`src/rtl/mask_arbiter.sv`:
```
// mask_arbiter: round-robin arbiter and sequencer sharing one Mask datapath
// between two requesters. The winning operands are registered onto the
// Mask inputs. A tag pipeline follows each operation through the Mask's
// fixed latency so that every result comes back tagged with its requester.
module mask_arbiter #(
  parameter int MASK_LAT = 1,
  parameter int DW       = 15,
  parameter int PW       = 7
) (
  input  logic          clk,
  input  logic          rst,
  input  logic          en,
  input  logic          req0_valid,
  output logic          req0_ready,
  input  logic [DW-1:0] req0_maskin,
  input  logic [PW-1:0] req0_pos,
  input  logic          req1_valid,
  output logic          req1_ready,
  input  logic [DW-1:0] req1_maskin,
  input  logic [PW-1:0] req1_pos,
  output logic [DW-1:0] mask_in,
  output logic [PW-1:0] position,
  input  logic [DW-1:0] mask_out,
  output logic          res_valid,
  output logic          res_id,
  output logic [DW-1:0] res_data,
  output logic          busy
);

  // Round-robin pointer: the requester that wins when both are valid.
  logic rr;
  logic grant0;
  logic grant1;
  logic handshake;

  // Tag pipeline: one {valid, id} entry per cycle of Mask latency, plus the
  // input-register stage. The last entry lines up with a valid mask_out.
  logic [MASK_LAT:0] tag_valid;
  logic [MASK_LAT:0] tag_id;

  // Combinational arbitration; reset suppresses every grant so that no
  // handshake can complete while state is being cleared.
  always_comb begin
    grant0    = 1'b0;
    grant1    = 1'b0;
    grant0    = ~rst & en & req0_valid & (~rr | ~req1_valid);
    grant1    = ~rst & en & req1_valid & (rr | ~req0_valid);
    handshake = grant0 | grant1;
  end

  assign req0_ready = grant0;
  assign req1_ready = grant1;

  // Register the winner's operands onto the Mask and hand priority over.
  always_ff @(posedge clk) begin
    if (rst) begin
      rr       <= 1'b0;
      mask_in  <= '0;
      position <= '0;
    end else if (grant1) begin
      rr       <= 1'b0;
      mask_in  <= req1_maskin;
      position <= req1_pos;
    end else if (grant0) begin
      rr       <= 1'b1;
      mask_in  <= req0_maskin;
      position <= req0_pos;
    end
  end

  // Shift the tag pipeline every cycle; there is no backpressure anywhere.
  always_ff @(posedge clk) begin
    if (rst) begin
      tag_valid <= '0;
      tag_id    <= '0;
    end else begin
      tag_valid <= {tag_valid[MASK_LAT-1:0], handshake};
      tag_id    <= {tag_id[MASK_LAT-1:0], grant1};
    end
  end

  // Capture mask_out when the oldest tag is valid; id/data hold otherwise.
  always_ff @(posedge clk) begin
    if (rst) begin
      res_valid <= 1'b0;
      res_id    <= 1'b0;
      res_data  <= '0;
    end else if (tag_valid[MASK_LAT]) begin
      res_valid <= 1'b1;
      res_id    <= tag_id[MASK_LAT];
      res_data  <= mask_out;
    end else begin
      res_valid <= 1'b0;
    end
  end

  assign busy = (|tag_valid) | res_valid;

endmodule

```
`config.mk`:
```
export PLATFORM = sky130hd
export DESIGN_NAME = mask_arbiter
export DESIGN_NICKNAME = d
export VERILOG_FILES = /design/src/rtl/mask_arbiter.sv
export SDC_FILE = /design/constraint.sdc
export NUM_CORES = 1
export LEC_CHECK = 0
export BUFFER_PORTS_ARGS = -buffer_cell sky130_fd_sc_hd__buf_4
export CELL_PAD_IN_SITES_DETAIL_PLACEMENT = 2
export CELL_PAD_IN_SITES_GLOBAL_PLACEMENT = 2
export CORE_MARGIN = 2
export CORE_UTILIZATION = 25
export CTS_BUF_LIST = sky130_fd_sc_hd__clkbuf_8
export DETAILED_ROUTE_END_ITERATION = 8
export HOLD_SLACK_MARGIN = 0.15
export MAX_ROUTING_LAYER = met4
export PLACE_DENSITY_LB_ADDON = 0.08
export RECOVER_POWER = 50
export REMOVE_ABC_BUFFERS = 1
export SLEW_MARGIN = 20
export SYNTH_ARGS = -nofsm -noshare
export SYNTH_HDL_FRONTEND = slang
export SYNTH_SLANG_ARGS = --single-unit
```
`constraint.sdc`:
```
create_clock -name clk -period 1.78 [get_ports clk]
set_input_delay 0.267 -clock clk [delete_from_list [all_inputs] [get_ports clk]]
set_output_delay 0.267 -clock clk [all_outputs]
set_load 0.01 [all_outputs]
```
==> results.yml <==
clock_network:
  cts_resized: 0
  ctsRootBufferMaster: "clkbuf_8"
  clock_latency_ps: 290
  clockBufferDepth: 2
  clock-sinks: 44
  cts_max_level: 2
  cts_setup_buffers: 0
  cts_tree: "done"
  cts.clk_slew.worst_paths_ps: 80
  numCtsBuffers: 5
  hold_buffers: 0
hold_path:
  min_path_cells: 2
  worstHoldStart: "en"
  whs_endpoint: "rr$_SDFFE_PP0P_"
  worst_hold_path_type: "input pin to flip-flop"
pwr:
  p_clk_share_pct: 30.4
  comb_power_share_pct: 20.2
  p_sw_share_pct: 27.8
  power_frac_seq_pct: 49.4
  p_leak_uw: 0.00107
  ir_worst_vdd_mv: 0.260
  p_per_area_mw_per_mm2: 765
  internal-power_uw: 1550
  power_switching_uw: 597
drt:
  wl_um: 6690
  drtAntennaViolNets: 0
  routedWlPerCell_um: 16.3
  viasPerCell: 4.83
  route.vias.total: 1987
  firstDrtPassIters: 4
  drc: 0
  first_iter_violations: 68
logic_synthesis:
  synth.ff_latch_count: 44
  avgSynthCellArea_um2: 9.49
  ys_seq_area_share_pct: 44.6
  synth.distinct_cells: 21
  synthCells: 208
  synth_area_mm2: 0.00197
  ys_warn_count: 0
critical_path:
  r2r_slack_ps: 320
  end_kind: "primary output"
  cp.arrival_ps: 1400
  worstSetupPathType: "flip-flop to primary output"
  r2r_start: "rr$_SDFFE_PP0P_"
  startpoint_type: "flip-flop"
  critPathMaxFanout: 9
  reg2reg_depth: 4
  rr_endpoint: "mask_in[0]$_SDFFE_PP0P_"
  crit_required_ps: 1510
placement:
  finalWeightedCongestion: 0.743
  io_buffers: 105
  place_area_mm2: 0.00286
  dpl.hpwl_um: 4900
cells_and_area:
  finalInstanceArea_mm2: 0.00281
  area.sequential_um2: 881
  final_nets: 372
  multiInputGateArea_um2: 952
  fillers: 926
  diodes: 0
  area_growth_pct: 42.4
  drive_gt1_share_pct: 35.3
  final_core_util_pct: 36.5
sta:
  fin_crit_ps: 1670
  hold_viol_final: 0
  setup_tns_ps: 0
  holdWs_ps: 198
  maxSlewHeadroom_pct: 24.9
  fin_crit_sh_pct: 93.9
  worstMarginPinSlew_ps: 1130
  timing.final.max_slew_violations: 0
  finClkSkew_ps: 4.89
  rsz0062_at_grt: "false"
  fmax_ghz: 0.598
  setup_viol: 0
global_route:
  first_global_vias: 2123
  grtUsageTotal_pct: 16.0
  antenna_found_initial: 0
  overflow: 0
  grt_start_max_net_pins: 43
  grt_first_pass_wirelength_um: 10500
floorplanning:
  die_area_mm2: 0.00862
  start_util_pct: 25.7
  io_pins: 106
  chipWidth_um: 92.8
  chipHeight_um: 92.8
  fp-row-count: 32
  coreArea_mm2: 0.00769
outcome:
  status: "finished clean"
run:
  cap_violations: 0
-- worst max path at each step --
stage / startpoint / to / slack (ps) / cells after the start
2_1_floorplan: en / mask_in[0]$_SDFFE_PP0P_ / -100 / 3
3_3_place_gp: req1_valid / mask_in[10]$_SDFFE_PP0P_ / 390 / 4
3_5_place_dp: req1_valid / mask_in[1]$_SDFFE_PP0P_ / 340 / 4
4_1_cts: rr$_SDFFE_PP0P_ / req1_ready / 90 / 3
5_1_grt: rr$_SDFFE_PP0P_ / req1_ready / 10 / 3
6_report: rr$_SDFFE_PP0P_ / req1_ready / 110 / 3
-- registers in the layout, summed over array words and instances, names as in the netlist --
| register | cells |
|---|---|
| mask_in | 15 |
| res_valid | 1 |
| tag_valid | 2 |
| rr | 1 |
| tag_id | 2 |
| res_data | 15 |
| res_id | 1 |
| position | 7 |
-- critical path, cell delays in order, from the launching register on --
cell	delay, ps
dfxtp_1	400
nand2b_1	350
and3_1	240
buf_4	130
-- cell usage in the layout, fill, tap and decap left out --
cell	count
a311oi_1	4
or2_0	1
inv_1	1
clkinv_2	2
a311oi_2	17
buf_4	81
clkbuf_8	6
nand2b_1	1
clkbuf_1	37
o21ai_0	22
nand3_1	22
nand2_1	1
dfxtp_1	44
nor2b_1	6
and3_1	2
and2_2	1
or3_1	1
a31oi_1	2
nor2_1	16
a21oi_1	24
mux2i_1	16
clkbuf_2	1
nor2b_2	1
-- final cells by class --
cell class	count	share of cell area (%)
multi-input cells	137	33.9
flip-flops and latches	44	31.4
repair buffers	119	26.8
well taps	102	4.54
clock buffers	6	2.94
clock inverters	2	0.356
inverters	1	0.134
-- per-layer routing --
layer | GRT usage [%] | part of all wire, % | up-vias
li1 | - | - | 956
met1 | 18.1 | 41 | 964
met2 | 29.3 | 54 | 62
met3 | 2.52 | 4.7 | 5
met4 | 4.04 | 0.64 | 0
met5 | - | 0 | -
-- stage by stage --
step	setup WS (ps)	cells	power [µW]
after global placement	390	403	1550
after CTS	94.0	411	2240
after detailed placement	341	403	1560
after floorplan	-98.8	182	1270
after global routing	14.4	411	2290
final	108	411	2150
-- kinds of logic after synthesis --
group | after synthesis | share of synthesized area (%)
buffers and inverters | 27 | 7.17
AO/OA/AOI/OAI | 69 | 27.0
multiplexers | 16 | 8.12
AND/OR/NAND/NOR | 52 | 13.1
flip-flops | 44 | 44.6
-- power groups by stage --
stage	Clock, µW	Sequential (µW)	Combinational (µW)
CTS	697	1060	477
floorplan	0	1110	162
detailed placement	0	1090	476
global placement	0	1080	470
finish	654	1060	433
global route	742	1070	476
-- Yosys cell counts --
cell,number,share of area [%]
mux2i_1,16,8.1
buf_6,4,2.3
a31oi_1,2,0.63
buf_1,1,0.19
dfxtp_1,44,45
nand3_1,22,5.6
and2_4,1,0.44
a311oi_1,4,1.8
nor2b_1,7,2.2
nand2b_1,1,0.32
inv_1,1,0.19
nor2_1,16,3.0
a311oi_2,17,13
or3_1,1,0.32
nand2_1,1,0.19
o21ai_0,22,5.6
or2_0,1,0.32
clkbuf_1,13,2.5
a21oi_1,24,6.1
and3_1,2,0.63
buf_2,8,2.0
Note: power is estimated with default switching activity, not from simulation.
